$ cat src/rtl/demux_deser_2ch_if.sv
// rtl/demux_deser_2ch_if.sv - demuxed bit lines in, deserialized words out
// DEMUX_DESER_ODD_PARITY_EN adds the parity_err signal to the bundle.
interface demux_deser_2ch_if #(
  parameter int WIDTH = 8
);
  logic             bit_valid;
  logic             sel;
  logic             y0;
  logic             y1;
  logic             flush;
  logic             err_clr;
  logic [WIDTH-1:0] word0;
  logic             word0_valid;
  logic [WIDTH-1:0] word1;
  logic             word1_valid;
  logic             route_err;
`ifdef DEMUX_DESER_ODD_PARITY_EN
  logic             parity_err;

  modport master (
    output bit_valid, sel, y0, y1, flush, err_clr,
    input  word0, word0_valid, word1, word1_valid, route_err, parity_err
  );
  modport slave (
    input  bit_valid, sel, y0, y1, flush, err_clr,
    output word0, word0_valid, word1, word1_valid, route_err, parity_err
  );
`else
  modport master (
    output bit_valid, sel, y0, y1, flush, err_clr,
    input  word0, word0_valid, word1, word1_valid, route_err
  );
  modport slave (
    input  bit_valid, sel, y0, y1, flush, err_clr,
    output word0, word0_valid, word1, word1_valid, route_err
  );
`endif
endinterface

$ cat src/rtl/demux_deser_2ch.sv
// rtl/demux_deser_2ch.sv - two-channel LSB-first deserializer behind a 1:2 bit demux
// DEMUX_DESER_ODD_PARITY_EN: each word is followed by an odd-parity bit, checked on parity_err.
module demux_deser_2ch #(
  parameter int WIDTH = 8
) (
  input logic              clk,
  input logic              rst,
  demux_deser_2ch_if.slave bus
);

`ifdef DEMUX_DESER_ODD_PARITY_EN
  localparam int FRAME = WIDTH + 1;
  localparam int CW    = $clog2(WIDTH + 1) + 1;
`else
  localparam int FRAME = WIDTH;
  localparam int CW    = $clog2(WIDTH + 1);
`endif
  localparam logic [CW-1:0] LAST = CW'(FRAME - 1);

  logic [WIDTH-1:0] shreg  [2];
  logic [WIDTH-1:0] shnext [2];
  logic [CW-1:0]    cnt    [2];
  logic [WIDTH-1:0] word   [2];
  logic [1:0]       wvalid;
  logic             route_err_q;
  logic             d;
  logic             other;
  logic [1:0]       take;
`ifdef DEMUX_DESER_ODD_PARITY_EN
  logic             parity_err_q;
`endif

  assign d     = bus.sel ? bus.y1 : bus.y0;
  assign other = bus.sel ? bus.y0 : bus.y1;
  assign take  = bus.bit_valid ? (bus.sel ? 2'b10 : 2'b01) : 2'b00;

  // Concatenate-then-shift keeps every shreg bit referenced; bit 0 simply falls off.
  always_comb begin
    for (int c = 0; c < 2; c++) begin
      shnext[c] = WIDTH'({d, shreg[c]} >> 1);
    end
  end

  always_ff @(posedge clk) begin
    if (rst) begin
      for (int c = 0; c < 2; c++) begin
        shreg[c] <= '0;
        cnt[c]   <= '0;
        word[c]  <= '0;
      end
      wvalid      <= 2'b00;
      route_err_q <= 1'b0;
`ifdef DEMUX_DESER_ODD_PARITY_EN
      parity_err_q <= 1'b0;
`endif
    end else begin
      wvalid <= 2'b00;
`ifdef DEMUX_DESER_ODD_PARITY_EN
      parity_err_q <= 1'b0;
`endif
      if (bus.bit_valid && other) begin
        route_err_q <= 1'b1;
      end else if (bus.err_clr) begin
        route_err_q <= 1'b0;
      end

      for (int c = 0; c < 2; c++) begin
        if (bus.flush) begin
          shreg[c] <= '0;
          cnt[c]   <= '0;
        end else if (take[c]) begin
          if (cnt[c] == LAST) begin
            cnt[c]    <= '0;
            wvalid[c] <= 1'b1;
`ifdef DEMUX_DESER_ODD_PARITY_EN
            // The incoming bit is the parity bit; data is already fully shifted in.
            word[c]      <= shreg[c];
            parity_err_q <= ~(^shreg[c] ^ d);
`else
            word[c]  <= shnext[c];
            shreg[c] <= shnext[c];
`endif
          end else begin
            cnt[c]   <= cnt[c] + CW'(1);
            shreg[c] <= shnext[c];
          end
        end
      end
    end
  end

  assign bus.word0       = word[0];
  assign bus.word1       = word[1];
  assign bus.word0_valid = wvalid[0];
  assign bus.word1_valid = wvalid[1];
  assign bus.route_err   = route_err_q;
`ifdef DEMUX_DESER_ODD_PARITY_EN
  assign bus.parity_err  = parity_err_q;
`endif

endmodule

$ cat src/flat_wrapper.sv
// flat-port wrapper written by rule: the top's interface ports become plain ports
module demux_deser_2ch_flat 
#(
  parameter int WIDTH = 8
)
  (clk, rst, bus_bit_valid, bus_sel, bus_y0, bus_y1, bus_flush, bus_err_clr, bus_word0, bus_word0_valid, bus_word1, bus_word1_valid, bus_route_err);
  demux_deser_2ch_if #(.WIDTH(WIDTH)) bus_i ();
  input logic clk;
  input logic rst;
  input wire logic [$bits(bus_i.bit_valid)-1:0] bus_bit_valid;
  input wire logic [$bits(bus_i.sel)-1:0] bus_sel;
  input wire logic [$bits(bus_i.y0)-1:0] bus_y0;
  input wire logic [$bits(bus_i.y1)-1:0] bus_y1;
  input wire logic [$bits(bus_i.flush)-1:0] bus_flush;
  input wire logic [$bits(bus_i.err_clr)-1:0] bus_err_clr;
  output wire logic [$bits(bus_i.word0)-1:0] bus_word0;
  output wire logic [$bits(bus_i.word0_valid)-1:0] bus_word0_valid;
  output wire logic [$bits(bus_i.word1)-1:0] bus_word1;
  output wire logic [$bits(bus_i.word1_valid)-1:0] bus_word1_valid;
  output wire logic [$bits(bus_i.route_err)-1:0] bus_route_err;
  assign bus_i.bit_valid = bus_bit_valid;
  assign bus_i.sel = bus_sel;
  assign bus_i.y0 = bus_y0;
  assign bus_i.y1 = bus_y1;
  assign bus_i.flush = bus_flush;
  assign bus_i.err_clr = bus_err_clr;
  assign bus_word0 = bus_i.word0;
  assign bus_word0_valid = bus_i.word0_valid;
  assign bus_word1 = bus_i.word1;
  assign bus_word1_valid = bus_i.word1_valid;
  assign bus_route_err = bus_i.route_err;
  demux_deser_2ch #(.WIDTH(WIDTH)) u_core (.clk(clk), .rst(rst), .bus(bus_i));
endmodule
$ cat config.mk
export PLATFORM = sky130hd
export DESIGN_NAME = demux_deser_2ch_flat
export DESIGN_NICKNAME = d
export VERILOG_FILES = /design/src/rtl/demux_deser_2ch_if.sv /design/src/rtl/demux_deser_2ch.sv /design/src/flat_wrapper.sv
export SDC_FILE = /design/constraint.sdc
export NUM_CORES = 1
export LEC_CHECK = 0
export CORE_MARGIN = 2
export CORE_UTILIZATION = 52
export DETAILED_ROUTE_END_ITERATION = 10
export HOLD_SLACK_MARGIN = 0.02
export PLACE_DENSITY = 0.78
export SKIP_LAST_GASP = 1
export SLEW_MARGIN = 10
export SYNTH_ARGS = -nofsm -noshare
export SYNTH_HDL_FRONTEND = slang
export SYNTH_SLANG_ARGS = --single-unit
$ cat constraint.sdc
create_clock -name clk -period 2.6 [get_ports clk]
set_input_delay 0.26 -clock clk [delete_from_list [all_inputs] [get_ports clk]]
set_output_delay 0.26 -clock clk [all_outputs]
set_load 0.1 [all_outputs]
==> flow_metrics.env <==
export IMPL_outcome="finished, final reports clean"
export IMPL_max_freq_ghz=0.568
export IMPL_hold_depth=1
export IMPL_avgViaCountPerCell=4.93
export IMPL_place_gp_congestion=0.735
export IMPL_r2r_slack_ps=1000
export IMPL_grt_max_degree=16
export IMPL_seqPwrFrac=0.595
export IMPL_rr_endpoint="u_core.word[0][7]"
export IMPL_holdWs_ps=523
export IMPL_nets=155
export IMPL_r2r_cells=4
export IMPL_synth_cell_types=25
export IMPL_drive_above_1_share=0.221
export IMPL_p_leak_nw=0.797
export IMPL_slew_violations=0
export IMPL_pwr_share_comb=0.106
export IMPL_drt_iter0_markers=23
export IMPL_drc=0
export IMPL_postCtsSetupBuffers=0
export IMPL_clk_pin_slew_worst_paths_ps=110
export IMPL_grt_pass1_wl_um=3650
export IMPL_finalHoldViolCount=0
export IMPL_numCtsBuffers=5
export IMPL_die_y_um=60.9
export IMPL_vias=931
export IMPL_cp_max_fo=15
export IMPL_yosys_warnings=0
export IMPL_setup_tns_ps=0
export IMPL_finalClockSkew_ps=5.69
export IMPL_netlist_area_um2=1680
export IMPL_setup_ws_ps=838
export IMPL_clkPwrFrac=0.299
export IMPL_finalSetupViolCount=0
export IMPL_firstDrtPassIters=4
export IMPL_grt_util_all_layers=0.144
export IMPL_start_util=0.551
export IMPL_layout_area_seq_um2=1200
export IMPL_slew_headroom=0.612
export IMPL_synth_seq_cells=41
export IMPL_cp_arrival_ps=1950
export IMPL_clk_latency_ps=340
export IMPL_antenna_found_initial=0
export IMPL_fin_crit_ps=1760
export IMPL_critPathMaxStageDelay_ps=630
export IMPL_ys_flop_type="edfxtp_1"
export IMPL_port_buffers=26
export IMPL_hpwl_um=1660
export IMPL_synth_area_per_cell_um2=15.0
export IMPL_cp_end_kind="flop"
export IMPL_synth_seq_area_share=0.714
export IMPL_path_cells="clkdlybuf4s50_1 > or4b_4 > o22ai_4 > nor2b_1"
export IMPL_power_density_nw_per_um2=632
export IMPL_wire_per_inst_um=12.0
export IMPL_ant_nets=0
export IMPL_num_io_pins=27
export IMPL_syn_to_final_growth_pct=19.8
export IMPL_cts_sinks=41
export IMPL_path_class="in2reg"
export IMPL_gr_total_overflow=0
export IMPL_syn_instance_count=112
export IMPL_start_kind="input port"
export IMPL_hold_buffers=0
export IMPL_async_flop_share=0
export IMPL_root_buffer="clkbuf_4"
export IMPL_pre_cts_slack_ps=484
export IMPL_routed_wl_um=2280
export IMPL_syn_nets=122
export IMPL_power_switching_w=0.000297
export IMPL_cts_tree="built"
export IMPL_placement_rows=20
export IMPL_cts_resized=0
export IMPL_cpMaxStageDelayCell="or4b_4"
export IMPL_die_area_um2=3700
export IMPL_rsz0062_at_grt="false"
export IMPL_hp_class="reg2reg"
export IMPL_multiInputGateArea_um2=454
export IMPL_rr_startpoint="u_core.cnt[0][0]"
export IMPL_hold_start="u_core.shreg[0][1]"
export IMPL_fillers=229
export IMPL_cp_required_ps=2790
export IMPL_die_w_um=60.9
export IMPL_switching_share=0.233
export IMPL_p_int_w=0.000977
export IMPL_tightest_slew_ps=581
export IMPL_cts_buffer_depth=2
export IMPL_core_area_um2=3050
export IMPL_maxCapViolations=0
export IMPL_layout_worst_path_cycle_share=0.678
export IMPL_first_global_vias=841
export IMPL_hold_end="u_core.word[0][0]"
export IMPL_htreeDepth=2
export IMPL_vdd_drop_max_mv=0.558
export IMPL_synth_edf_count=38
export IMPL_n_antenna_cell=0
-- power by group through the flow --
stage | logic [W] | registers, W | clock network [W]
floorplan | 0.0000305 | 0.000839 | 0
finish | 0.000135 | 0.000757 | 0.000381
detailed placement | 0.000136 | 0.000773 | 0
CTS | 0.000136 | 0.000758 | 0.000396
global route | 0.000143 | 0.000761 | 0.000425
global placement | 0.000134 | 0.000772 | 0
-- cells in the final DEF (no fill, tap or decap), types with 3 or more instances in the layout --
cell type / n
nor2_1: 12
edfxtp_1: 38
and2_1: 26
clkbuf_4: 5
clkdlybuf4s50_1: 7
nand2_1: 5
dfxtp_1: 3
buf_4: 21
-- area by class of cell --
type / instances / share of cell area
flip-flops and latches: 41 / 0.596
clock buffers: 5 / 0.0186
repair buffers: 28 / 0.113
clock inverters: 2 / 0.0174
multi-input cells: 68 / 0.225
well taps: 44 / 0.0273
inverters: 1 / 0.00186
-- critical path: cells and delay by family --
kind,cells,cell delay [ps]
simple gates,2,840
buf+inv,1,550
compound gates,1,300
-- flip-flops by register name, indices dropped and copies added (netlist names) --
signal                flops
u_core.cnt                8
u_core.wvalid             2
u_core.bus.route_err      1
u_core.word              16
u_core.shreg             14
-- worst max path at each step --
| stage | start | endpoint | slack, ps |
|---|---|---|---|
| global placement | bus_sel | u_core.word[0][7] | 530 |
| global route | bus_sel | u_core.word[0][7] | 700 |
| floorplan | u_core.cnt[0][0] | u_core.word[0][0] | 760 |
| finish | bus_sel | u_core.word[0][7] | 840 |
| detailed placement | bus_sel | u_core.word[0][7] | 480 |
| CTS | bus_sel | u_core.word[0][15] | 840 |
-- synth_stat cells (2+ instances only) --
cell type  instances  area share
nor2b_1            2      0.0074
dfxtp_1            3       0.036
nand3b_1           2      0.0089
and2_1            26       0.097
nor2_1            12       0.027
nand3_1            2      0.0060
nand2_1            5       0.011
edfxtp_1          38        0.68
xor2_1             2       0.010
xnor2_1            2       0.010
ha_1               2       0.015
buf_6              2       0.013
and3_1             2      0.0074
-- through the flow --
stage / cells / cell area (um^2) / power, W / util
after floorplan: 112 / 1680 / 0.000870 / -
after global placement: 182 / 1940 / 0.000906 / 0.636
after detailed placement: 182 / 1940 / 0.000908 / 0.636
after CTS: 189 / 2010 / 0.00129 / 0.660
after global routing: 189 / 2010 / 0.00133 / 0.660
final: 189 / 2010 / 0.00127 / 0.660
-- cells by family (layout without fill, tap and decap cells) --
logic type | count (synthesis) | count (layout) | synth area share
AOI/OAI and AO/OA | 4 | 4 | 0.0223
DFF | 41 | 41 | 0.714
and+or+nand+nor | 56 | 56 | 0.199
xor gates and xnor gates | 4 | 4 | 0.0208
muxes | 2 | 2 | 0.0126
buffers and inverters | 3 | 36 | 0.0156
adders and majority gates | 2 | 2 | 0.0149
-- routing by layer --
metal	vias to the layer above	wire (um)	GRT usage
met1	425	981	0.174
li1	463	-	-
met4	0	47	0.0652
met5	-	0	0
met3	5	177	0.0576
met2	38	1070	0.227
Note: power is estimated with default switching activity, not from simulation.
